### src/rtl/div_share_pkg.sv
// Shared types and widths for the divider-sharing arbiter and its result FIFOs.
package div_share_pkg;

   localparam int DIVIDEND_W = 16;
   localparam int DIVISOR_W  = 16;
   localparam int QUOT_W     = 16;
   localparam int FRAC_W     = 8;
   localparam int RES_W      = 1 + QUOT_W + FRAC_W;

   localparam logic REQ_CB = 1'b0;
   localparam logic REQ_CR = 1'b1;

   typedef enum logic [1:0] {IDLE, RUN, DRAIN} state_t;

   typedef struct packed {
      logic valid;
      logic id;
      logic div0;
   } tag_t;

endpackage

### src/rtl/div_share_arbiter_res_fifo.sv
// First-word-fall-through result FIFO; the data output holds the last popped word while empty.
module res_fifo
   import div_share_pkg::*;
#(
   parameter int DEPTH = 8,
   parameter int WIDTH = RES_W
) (
   input  logic                     clk,
   input  logic                     rst,
   input  logic                     i_wrEn,
   input  logic [WIDTH-1:0]         i_wrData,
   input  logic                     i_rdEn,
   output logic [WIDTH-1:0]         o_rdData,
   output logic                     o_valid,
   output logic [$clog2(DEPTH):0]   o_count
);

   localparam int AW = $clog2(DEPTH);

   logic [WIDTH-1:0]  r_mem [DEPTH];
   logic [AW-1:0]     r_wrPtr;
   logic [AW-1:0]     r_rdPtr;
   logic [AW:0]       r_count;
   logic [WIDTH-1:0]  r_last;
   logic              w_pop;

   assign w_pop = i_rdEn & (r_count != '0);

   always_ff @(posedge clk) begin
      if (i_wrEn) r_mem[r_wrPtr] <= i_wrData;
   end

   // Writes are never refused: the arbiter's credit check guarantees space.
   always_ff @(posedge clk or posedge rst) begin
      if (rst) begin
         r_wrPtr <= '0;
         r_rdPtr <= '0;
         r_count <= '0;
         r_last  <= '0;
      end else begin
         if (i_wrEn) r_wrPtr <= r_wrPtr + 1'b1;
         if (w_pop) begin
            r_rdPtr <= r_rdPtr + 1'b1;
            r_last  <= r_mem[r_rdPtr];
         end
         case ({i_wrEn, w_pop})
            2'b10:   r_count <= r_count + 1'b1;
            2'b01:   r_count <= r_count - 1'b1;
            default: r_count <= r_count;
         endcase
      end
   end

   assign o_valid  = (r_count != '0);
   assign o_rdData = o_valid ? r_mem[r_rdPtr] : r_last;
   assign o_count  = r_count;

endmodule

### src/rtl/div_share_arbiter.sv
// Round-robin sharing of one fixed-latency divider between the Cb and Cr transform paths,
// with tagged in-flight tracking and credit-limited per-requester result FIFOs.
module div_share_arbiter
   import div_share_pkg::*;
#(
   parameter int DIV_LAT   = 20,
   parameter int RES_DEPTH = 8
) (
   input  logic                  clk,
   input  logic                  rst,
   input  logic                  req0_valid,
   output logic                  req0_ready,
   input  logic [DIVIDEND_W-1:0] req0_dividend,
   input  logic [DIVISOR_W-1:0]  req0_divisor,
   input  logic                  req1_valid,
   output logic                  req1_ready,
   input  logic [DIVIDEND_W-1:0] req1_dividend,
   input  logic [DIVISOR_W-1:0]  req1_divisor,
   input  logic                  div_rfd,
   output logic                  div_nd,
   output logic [DIVIDEND_W-1:0] div_dividend,
   output logic [DIVISOR_W-1:0]  div_divisor,
   input  logic [QUOT_W-1:0]     div_quotient,
   input  logic [FRAC_W-1:0]     div_fractional,
   output logic                  res0_valid,
   input  logic                  res0_ready,
   output logic [QUOT_W-1:0]     res0_quotient,
   output logic [FRAC_W-1:0]     res0_fractional,
   output logic                  res0_div0,
   output logic                  res1_valid,
   input  logic                  res1_ready,
   output logic [QUOT_W-1:0]     res1_quotient,
   output logic [FRAC_W-1:0]     res1_fractional,
   output logic                  res1_div0,
   input  logic                  frame_end,
   output logic                  drain_done,
   output logic                  busy
);

   localparam int CNT_W = $clog2(RES_DEPTH) + 1;

   state_t                r_state;
   state_t                w_nextState;
   logic                  w_drainDoneNext;
   logic                  r_drainDone;
   logic                  r_lastGrant;
   logic [CNT_W-1:0]      r_inflight0;
   logic [CNT_W-1:0]      r_inflight1;
   logic [CNT_W-1:0]      w_count0;
   logic [CNT_W-1:0]      w_count1;
   logic [CNT_W:0]        w_occ0;
   logic [CNT_W:0]        w_occ1;
   logic                  w_elig0;
   logic                  w_elig1;
   logic                  w_grant0;
   logic                  w_grant1;
   logic                  r_nd;
   logic                  r_issueId;
   logic                  r_issueDiv0;
   logic [DIVIDEND_W-1:0] r_dividend;
   logic [DIVISOR_W-1:0]  r_divisor;
   tag_t                  r_tagPipe [DIV_LAT];
   tag_t                  w_wbTag;
   logic                  w_wr0;
   logic                  w_wr1;
   logic [RES_W-1:0]      w_wrData;
   logic [RES_W-1:0]      w_rd0;
   logic [RES_W-1:0]      w_rd1;

   // A requester may only issue while its queued plus in-flight results fit in its FIFO.
   assign w_occ0  = {1'b0, w_count0} + {1'b0, r_inflight0};
   assign w_occ1  = {1'b0, w_count1} + {1'b0, r_inflight1};
   assign w_elig0 = ~rst & req0_valid & div_rfd & (r_state != DRAIN)
                    & (w_occ0 < (CNT_W+1)'(RES_DEPTH));
   assign w_elig1 = ~rst & req1_valid & div_rfd & (r_state != DRAIN)
                    & (w_occ1 < (CNT_W+1)'(RES_DEPTH));
   assign w_grant0 = w_elig0 & (~w_elig1 | r_lastGrant);
   assign w_grant1 = w_elig1 & (~w_elig0 | ~r_lastGrant);
   assign req0_ready = w_grant0;
   assign req1_ready = w_grant1;

   always_ff @(posedge clk or posedge rst) begin
      if (rst) begin
         r_lastGrant <= REQ_CR;
         r_nd        <= 1'b0;
         r_issueId   <= REQ_CB;
         r_issueDiv0 <= 1'b0;
         r_dividend  <= '0;
         r_divisor   <= '0;
      end else begin
         r_nd <= w_grant0 | w_grant1;
         if (w_grant0) begin
            r_lastGrant <= REQ_CB;
            r_issueId   <= REQ_CB;
            r_issueDiv0 <= (req0_divisor == '0);
            r_dividend  <= req0_dividend;
            r_divisor   <= req0_divisor;
         end else if (w_grant1) begin
            r_lastGrant <= REQ_CR;
            r_issueId   <= REQ_CR;
            r_issueDiv0 <= (req1_divisor == '0);
            r_dividend  <= req1_dividend;
            r_divisor   <= req1_divisor;
         end
      end
   end

   // The tag leaves the last stage in the same cycle the divider presents its quotient.
   always_ff @(posedge clk or posedge rst) begin
      if (rst) begin
         for (int i = 0; i < DIV_LAT; i++) r_tagPipe[i] <= '0;
      end else begin
         r_tagPipe[0] <= '{valid: r_nd, id: r_issueId, div0: r_issueDiv0};
         for (int i = 1; i < DIV_LAT; i++) r_tagPipe[i] <= r_tagPipe[i-1];
      end
   end

   assign w_wbTag  = r_tagPipe[DIV_LAT-1];
   assign w_wr0    = w_wbTag.valid & (w_wbTag.id == REQ_CB);
   assign w_wr1    = w_wbTag.valid & (w_wbTag.id == REQ_CR);
   assign w_wrData = w_wbTag.div0 ? {1'b1, 16'hFFFF, 8'h00}
                                  : {1'b0, div_quotient, div_fractional};

   always_ff @(posedge clk or posedge rst) begin
      if (rst) begin
         r_inflight0 <= '0;
         r_inflight1 <= '0;
         r_state     <= IDLE;
         r_drainDone <= 1'b0;
      end else begin
         r_inflight0 <= r_inflight0 + CNT_W'(w_grant0) - CNT_W'(w_wr0);
         r_inflight1 <= r_inflight1 + CNT_W'(w_grant1) - CNT_W'(w_wr1);
         r_state     <= w_nextState;
         r_drainDone <= w_drainDoneNext;
      end
   end

   always_comb begin
      w_nextState     = r_state;
      w_drainDoneNext = 1'b0;
      busy            = (r_state == RUN) || (r_state == DRAIN);
      case (r_state)
         IDLE: begin
            if (frame_end) w_drainDoneNext = 1'b1;
            else if (req0_valid | req1_valid) w_nextState = RUN;
         end
         RUN: begin
            if (frame_end) w_nextState = DRAIN;
         end
         DRAIN: begin
            if ((r_inflight0 == '0) && (r_inflight1 == '0)
                && (w_count0 == '0) && (w_count1 == '0)) begin
               w_nextState     = IDLE;
               w_drainDoneNext = 1'b1;
            end
         end
         default: w_nextState = IDLE;
      endcase
   end

   assign drain_done   = r_drainDone;
   assign div_nd       = r_nd;
   assign div_dividend = r_dividend;
   assign div_divisor  = r_divisor;

   res_fifo #(.DEPTH(RES_DEPTH), .WIDTH(RES_W)) u_res0 (
      .clk      (clk),
      .rst      (rst),
      .i_wrEn   (w_wr0),
      .i_wrData (w_wrData),
      .i_rdEn   (res0_ready),
      .o_rdData (w_rd0),
      .o_valid  (res0_valid),
      .o_count  (w_count0)
   );

   res_fifo #(.DEPTH(RES_DEPTH), .WIDTH(RES_W)) u_res1 (
      .clk      (clk),
      .rst      (rst),
      .i_wrEn   (w_wr1),
      .i_wrData (w_wrData),
      .i_rdEn   (res1_ready),
      .o_rdData (w_rd1),
      .o_valid  (res1_valid),
      .o_count  (w_count1)
   );

   assign {res0_div0, res0_quotient, res0_fractional} = w_rd0;
   assign {res1_div0, res1_quotient, res1_fractional} = w_rd1;

endmodule

### config.mk
export PLATFORM = sky130hd
export DESIGN_NAME = div_share_arbiter
export DESIGN_NICKNAME = d
export VERILOG_FILES = /design/src/rtl/div_share_pkg.sv /design/src/rtl/div_share_arbiter_res_fifo.sv /design/src/rtl/div_share_arbiter.sv
export SDC_FILE = /design/constraint.sdc
export NUM_CORES = 1
export LEC_CHECK = 0
export CORE_ASPECT_RATIO = 1.25
export CORE_MARGIN = 2
export CORE_UTILIZATION = 25
export DETAILED_ROUTE_END_ITERATION = 7
export HOLD_SLACK_MARGIN = 0.15
export SYNTH_ARGS = -nofsm -noshare
export SYNTH_HDL_FRONTEND = slang
export SYNTH_SLANG_ARGS = --single-unit
### constraint.sdc
create_clock -name clk -period 13.7 [get_ports clk]
set_clock_uncertainty 0.05 [all_clocks]
set_input_delay 1.37 -clock clk [delete_from_list [all_inputs] [get_ports clk]]
set_output_delay 1.37 -clock clk [all_outputs]
set_load 0.01 [all_outputs]
Word-level counts from Yosys, hierarchy flattened
Memories as Yosys holds them, arrays and structs flattened.
Cells that the tools add are included.
Storage, ports and cells
  bits in registers: 177
  bits in writable memories: 400
  output and inout bits: 89
  memories: 2
  bits in latches: 0
  word-level logic and storage cells: 172
  bits of input ports: 96
  memory bits (read-only): 0
Operators by class
  bitwise gates (word level): 23
  add/sub/neg operators: 14
  reductions and logical operators: 17
  order comparisons: 2
  divide/modulo/power cells: 0
  multiply operators: 0
  eq/ne operators: 11
  mux-type cells: 25
  shifts and indexed selects: 0
Memories
  u_res0.r_mem: depth 8, width 25, rd ports 1, clocked after Yosys merged registers in 0, write ports 1, line div_share_arbiter_res_fifo.sv:20  | logic [WIDTH-1:0] r_mem [DEPTH];
  u_res1.r_mem: depth 8, width 25, rd ports 1, clocked after Yosys merged registers in 0, write ports 1, line div_share_arbiter_res_fifo.sv:20
Operators with widths (number)
  25-bit 2-to-1 mux: 3
  16-bit 2-to-1 mux: 4
  16-bit zero test: 2
  4-bit zero test: 4
  4-bit case mux with 2 select lines: 2
  1-bit bitwise AND: 14
  3-bit by 1-bit adder with 3-bit output, second input constant: 4
  4-bit by 4-bit adder with 5-bit output: 2
  5-bit by 4-bit less-than comparator with 1-bit output, second input constant: 2
  1-bit 2-to-1 mux: 10
  4-bit by 1-bit adder with 4-bit output: 2
  4-bit by 1-bit adder with 4-bit output, second input constant: 2
  2-bit 2-to-1 mux: 4
  2-bit inequality test, second input constant: 4
  4-bit nonzero test: 2
  4-bit by 1-bit subtractor with 4-bit output: 2
  4-bit by 1-bit subtractor with 4-bit output, second input constant: 2
  2-bit by 1-bit == test with 1-bit output, second input constant: 3
  2-bit == test, second input constant: 3
  2-bit case mux with 3 select lines: 1
  2-bit nonzero test: 3
  1-bit inverter: 5
  1-bit OR: 4
  4-bit AND reduction: 1
  5 further kinds: 7

Longest topological paths before layout
Gate-level depths: netlist of the first run.
  depth in word-level cells: 10
  gate-level depth with buffers: 11
  gate-level depth less buffers: 10

Modules after synthesis
Synthesis of the first run repeated with hierarchy kept, for this count alone.
Unflattened totals
  cell total of the unflattened synthesis: 1440
  area total of the unflattened synthesis: 22913.2 um2
By module, submodules not included
  res_fifo: seq. area each 6881.6 um2, instances 2, cells an instance 568, area an instance 9367.7 um2
  div_share_arbiter: seq. area each 2678.8 um2, instances 1, cells an instance 304, area an instance 4177.8 um2

Worst setup path after synthesis of the first run
Ideal clock, no wire load.
  path type: input to output
  start: input port req1_valid
  end: output port req1_ready
  required time: 12.280 ns
  path slack: 9.764 ns
  buffers on the path: 1
  cell stages on the path: 5
  arrival time: 2.516 ns
  path through: or4b_4 -> a21oi_4 -> nand2_2 -> a21oi_4 -> buf_6
On the way
  cells in the longest elaborated chain, start to end: 5
RTL lines
  from (decl): line div_share_arbiter.sv:15  | input logic req1_valid,
  1-bit bitwise AND (3 in series): line div_share_arbiter.sv:75  | assign w_elig1 = ~rst & req1_valid & div_rfd & (r_state != DRAIN)
  1-bit bitwise AND: line div_share_arbiter.sv:76  | & (w_occ1 < (CNT_W+1)'(RES_DEPTH));
  1-bit bitwise AND: line div_share_arbiter.sv:78  | assign w_grant1 = w_elig1 & (~w_elig0 | ~r_lastGrant);
  to (decl): line div_share_arbiter.sv:16  | output logic req1_ready,
Every way passes these cells.

Final worst setup path of the first run
Ends and elaborated chain as after synthesis.

==> results of run 1 <==
==> sequential cells by signal (all words and copies together) (netlist names) <==
| register | cells |
|---|---|
| div_divisor | 16 |
| r_inflight1 | 4 |
| r_issueId | 1 |
| u_res0.r_wrPtr | 3 |
| drain_done | 1 |
| u_res0.o_count | 4 |
| u_res0.r_mem | 200 |
| r_lastGrant | 1 |
| r_state | 2 |
| u_res1.o_count | 4 |
| div_nd | 1 |
| u_res0.r_rdPtr | 3 |
| div_dividend | 16 |
| r_issueDiv0 | 1 |
| u_res1.r_mem | 200 |
| u_res1.r_rdPtr | 3 |
| r_tagPipe | 60 |
| u_res1.r_wrPtr | 3 |
| r_inflight0 | 4 |
| u_res0.r_last | 25 |
| u_res1.r_last | 25 |
==> critical path: cells and delay by family <==
kind | cells | cell delay (ps)
AO/OA/AOI/OAI | 2 | 970
AND/OR/NAND/NOR | 2 | 610
buffers and inverters | 2 | 1160
==> final cells by class <==
| class | instances | area [µm²] |
|---|---|---|
| fillers | 8491 | 60900 |
| flip-flops and latches | 577 | 16400 |
| multi-input cells | 593 | 5680 |
| repair buffers | 204 | 1990 |
| clock buffers | 83 | 1740 |
| well taps | 1178 | 1470 |
| clock inverters | 27 | 355 |
| inverters | 31 | 124 |
| diodes | 1 | 2.50 |
==> worst max path at each step <==
stage / slack (ps) / cells past startpoint / startpoint / end
2_1_floorplan: 7480 / 1 / rst / div_dividend[0]$_DFFE_PP0P_
3_3_place_gp: 8170 / 6 / req1_valid / req1_ready
3_5_place_dp: 8140 / 6 / req1_valid / req1_ready
4_1_cts: 8140 / 6 / req1_valid / req1_ready
5_1_grt: 7980 / 6 / req1_valid / req1_ready
6_report: 8160 / 6 / req1_valid / req1_ready
==> stage by stage <==
step,setup WS (ps),hold slack [ps],area (µm²),utilization [%]
finish,8160,296,27800,31.4
global route,7980,302,27800,31.4
CTS,8140,299,27800,31.4
detailed placement,8140,285,25700,29.0
global placement,8170,282,25700,29.0
floorplan,7480,281,22400,-
==> layer usage <==
| metal | part of all wire (%) | track usage, % | vias up |
|---|---|---|---|
| met3 | 6.5 | 2.13 | 56 |
| li1 | - | - | 5243 |
| met1 | 43 | 14.3 | 5984 |
| met5 | 0.020 | 0 | - |
| met2 | 49 | 18.4 | 392 |
| met4 | 1.5 | 2.43 | 2 |
==> kinds of logic (layout without fill, tap and decap cells) <==
logic type,after synthesis,in the layout
AOI/OAI and AO/OA,157,157
DFF,577,577
xor gates and xnor gates,19,19
other,0,1
muxes,158,158
and+or+nand+nor,226,226
adders and majority gates,33,33
buffers and inverters,95,345
==> Yosys cell counts (all sizes together) (2+ instances only) <==
master and instances:
o21ai 55, and2 32, xnor2 12, buf 29, or4 2, a31o 2
or2 17, mux4 100, nor4 10, edfxtp 400, a21o 5, a21oi 57
a21boi 2, mux2 4, nor3 7, xor2 7, inv 31, dfrtp 176
a221o 32, mux2i 54, nand2 76, fa 4, nor2 65, ha 29
clkbuf 35, nor2b 8, nand2b 5
==> power breakdown <==
part	leakage [nW]	switching, mW	internal [mW]
sequential	5.87	0.159	2.08
combinational	3.08	0.842	0.905
clock	1.03	0.683	1.01
==> run metrics, run 1 <==
run status=finished, final reports clean; XOR/XNOR Fraction of Synth Area=less than 1%; routed vias=about 12,000; syn_nets=about 1,400; LEAKAGE=approximately 10 nW; largest net degree at the start of global routing=between 100 and 150; H-tree levels=2; Period minus WS final=around 5500 ps; CORE AREA=approximately 89,000 µm²; final hold vios=0; yosys warns=0; Area contributors post-synth=edfxtp_1 (54%), dfrtp_1 (20%), mux4_2 (10%); Placed Cells=2,583; cells on worst reg2reg path=12; maximum clock insertion buffer count=3; # setup viols final=0; pwr/cell area=a little over 200 nW/µm²; share of layout cells above drive strength 1=18.3%; CTS tree=built; CP startpoint kind=primary input; antenna violations before repair=1; peak supply drop=between 100 and 150 µV; Least-Margin Pin Slew=approximately 1300 ps; hold endpoint=r_tagPipe[44]$_DFF_PP0_; vias in the first global route=12,300; number of flops mapped to enable cells by yosys=400; Synth Area in Compound Gates=between 4 and 5%; Synth Register Bits=577; synthesized area per cell=roughly 18 µm²; FP Rows=roughly 120; Yosys top cell area share=between 50% and 60%; CTS buffer count=just under 60; Hold Crit Class=reg -> reg; Post-Syn Area=about 22,000 µm²; top_reg_cell synth=edfxtp_1; drt wl/cell=18.6 µm; sequential-to-total area share from yosys stat=roughly 73%; Die X=~270 µm; max cap viols=0; Post-Synth Simple-Gate Area=between 4 and 5%; Pins Over Slew Limit=0; largest family of logic cells by synthesized area=multiplexers; GRT Util Overall=about 11%; CP arrival=4120 ps; CTS Hold Bufs=0; # IOs=between 150 and 200; area grow syn2layout=24.0%; post-synth top area cell=edfxtp_1; initial core utilization=25.3%; unrepaired setup endpoints after global routing=no; CP max stage cell=a21oi_4; Fmax=0.181 GHz; most frequent cells in the layout=edfxtp_1 (400), clkdlybuf4s50_1 (184), dfrtp_1 (172); Final nets=about 1,600; worst hold path depth=0; first-pass GRT wire length=roughly 76 mm; Critical Path RT=12,280 ps; grt total ovfl=0; Die H=339 µm; Detail Placement HPWL=30.7 mm; clk_lat worst skew=about 620 ps; post-synthesis mux area share=approximately an eighth; asr flop ratio synth=30.7%; maximum net fanout on the critical path=35; drt total wl=roughly 50 mm; total design power=between 5 and 6 mW; Port Buffers=about 180; Clk Tree Root Cell=clkbuf_16; DRC violation total after the first TritonRoute iteration=718; fin crit share=40.4%; hold path start=r_tagPipe[47]$_DFF_PP0_; postcts setup bufs=0; setup TNS=0 ps; gpl congestion=between 0.7 and 0.8; R2R setup slack=9890 ps; Syn Inst Count=1,265; Sinks on Clock Net=approximately 580; reg-to-reg endpoint=u_res1.o_count[3]$_DFFE_PP0P_; critical-path cell list=clkdlybuf4s50_1, or4b_4, a21oi_4, nand2_2, a21oi_4, clkdlybuf4s50_1; CP Capture Type=output port; Adder-Cell Fraction of Synth Area=~2.0%; Netlist cell types=42; FF-to-FF Start=u_res1.o_count[1]$_DFFE_PP0P_; CTS resizes=0; Worst-path clk slew=approximately 60 ps; drc violations=0; commonest non-fill, non-tap cell in the layout=edfxtp_1; vias per inst=between 4 and 5; Layout Cells excl Fill=between 2,000 and 3,000; drt first pass iters=7; Max-slew headroom=~16%; Die Footprint=between 90,000 and 100,000 µm²; CP max stage delay=770 ps; Crit Path Class=in -> out; post-detailed-route count of antenna-violating nets=0
Power figures use the tool's default switching activity.
==> inputs of run 2 (changes only) <==
clock period = 5.07 ns   (was 13.7 ns; I/O delays follow)
==> run 2 against run 1 <==
  * Critical path type unchanged
  * Sequential power increased to 2.8 times the previous value
  * Sequential cell count unchanged
  * First-iteration DRC count increased by 13%
  * Sequential share of layout area decreased by 0.27 points
  * Global-route usage increased by 0.39 points
==> run metrics, run 2 (same netlist as run 1, synthesis figures left out) <==
CORE AREA=88,700 µm²; drt total wl=between 50 and 60 mm; area of the multi-input gates=about 5700 µm²; Die Footprint=slightly above 90,000 µm²; commonest non-fill, non-tap cell in the layout=edfxtp_1; hold path start=r_tagPipe[7]$_DFF_PP0_; R2R setup slack=between 1000 and 1500 ps; maximum net fanout on the critical path=34; Critical Path RT=~4500 ps; Port Buffers=about 180; grt total ovfl=0; CTS buffer count=60; Layout Cells excl Fill=around 2,700; Top Registers=u_res0.r_mem: 200 flops, u_res1.r_mem: 200 flops, r_tagPipe: 60 flops; routed vias=11,800; largest net degree at the start of global routing=107; Crit Path Class=in -> out; vias in the first global route=between 10,000 and 15,000; Max-slew headroom=a little over an eighth; CTS resizes=0; first-pass GRT wire length=a little under 80 mm; most used cell, CP=clkdlybuf4s50_1; clk_lat worst skew=between 600 and 700 ps; hold endpoint=r_tagPipe[4]$_DFF_PP0_; # IOs=185; DRC violation total after the first TritonRoute iteration=roughly 800; Detail Placement HPWL=between 30 and 40 mm; Sinks on Clock Net=approximately 580; top sig layer=met4; drt first pass iters=5; antenna violations before repair=0; total design power=~16 mW; wire length on met3=approximately 3.7 mm; setup TNS=0 ps; CP arrival=between 3000 and 4000 ps; maximum clock insertion buffer count=3; Fmax=roughly 0.24 GHz; Seq. cell area=approximately 16,000 µm²; Core Util, Final=between 30% and 40%; max cap viols=0; # setup viols final=0; CP Capture Type=output port; LEAKAGE=10.0 nW; run status=finished, final reports clean; Placed Cells=2,586; drt wl/cell=roughly 19 µm; CP max stage cell=clkdlybuf4s50_1; Die X=between 200 and 300 µm; H-tree levels=2; gpl congestion=0.753; most frequent cells in the layout=edfxtp_1 (400), clkdlybuf4s50_1 (184), dfrtp_1 (170); Worst-path clk slew=60 ps; cells on worst reg2reg path=12; peak supply drop=about 360 µV; CP startpoint kind=primary input; reg-to-reg endpoint=u_res1.o_count[3]$_DFFE_PP0P_; critical-path cell list=dlygate4sd3_1, clkdlybuf4s50_1, nor3b_2, nand2_1, a21oi_1, a21boi_4, buf_4, clkdlybuf4s50_1; final hold vios=0; Die H=339 µm; CP max stage delay=around 620 ps; Pins Over Slew Limit=0; Least-Margin Pin Slew=roughly 1300 ps; post-detailed-route count of antenna-violating nets=0; worst path bufs/invs=4; Final nets=~1,600; vias per inst=between 4 and 5; fin crit share=roughly 80%; share of layout cells above drive strength 1=between 10% and 20%; Antenna Cells=0; CTS tree=built; delay-heaviest family, CP=buffers and inverters; Hold Crit Class=reg -> reg; worst hold path depth=0; FF-to-FF Start=u_res1.o_count[1]$_DFFE_PP0P_; filler cell count=about 8,600; drc violations=0; Period minus WS final=slightly above 4000 ps; pwr/cell area=556 nW/µm²; met2 WL=around 25 mm; area grow syn2layout=24.5%; Fin Hold WS=roughly 270 ps; M1 WL=around 22 mm; FP Rows=approximately 120; GRT Util Overall=between 10% and 20%; initial core utilization=between 20 and 30%; unrepaired setup endpoints after global routing=no; Clk Tree Root Cell=clkbuf_16
## run 2: cell count changes in the layout (fill, tap and decap cells not counted), sizes merged
| cell | previous run | this run |
|---|---|---|
| clkinv | 13 | 20 |
| diode | 1 | 0 |
| buf | 20 | 23 |
| clkbuf | 83 | 77 |
| dlygate4sd3 | 0 | 1 |
| inv | 36 | 31 |
| bufinv | 6 | 11 |
| clkinvlp | 3 | 4 |
## run 2: worst max-delay path by stage
stage | start | to | cells past startpoint
after floorplan | r_tagPipe[1]$_DFF_PP0_ | u_res0.r_mem[0][0]$_DFFE_PP_ | 3
after global placement | u_res1.o_count[1]$_DFFE_PP0P_ | u_res1.o_count[3]$_DFFE_PP0P_ | 12
after detailed placement | u_res1.o_count[1]$_DFFE_PP0P_ | u_res1.o_count[3]$_DFFE_PP0P_ | 12
after CTS | rst | req0_ready | 8
after global routing | u_res0.r_rdPtr[0]$_DFFE_PP0N_ | res0_fractional[3] | 5
final | rst | req0_ready | 8
## run 2: metrics by stage
step	setup slack (ps)	instance area [µm²]
after global routing	778	27900
after detailed placement	1290	25800
final	956	27900
after floorplan	1470	22400
after global placement	1240	25800
after CTS	910	27900
## run 2: power breakdown
part           switching [mW]  total [mW]  internal, mW  leakage, nW
Sequential              0.568        6.19          5.62         5.86
Clock                    1.86        4.70          2.84         1.04
Combinational            2.16        4.64          2.48         3.10
## run 2: timing repair
action                    CTS  global route
hold endpoints to repair    3             0
setup buffers               0             0
hold buffers                1             0
## run 2: per-layer routing
layer,vias up,GRT usage (%)
li1,5245,-
met5,-,0
met4,0,3.07
met2,406,18.8
met3,81,2.33
met1,6115,14.8
## run 2: area by class of cell
cell class / instances / share of cell area [%]
Multi-Input combinational cell: 593 / 20.3
Tap cell: 1178 / 5.27
Sequential cell: 577 / 58.9
Inverter: 31 / 0.430
Clock inverter: 35 / 1.90
Timing Repair Buffer: 208 / 7.38
Clock buffer: 77 / 5.82
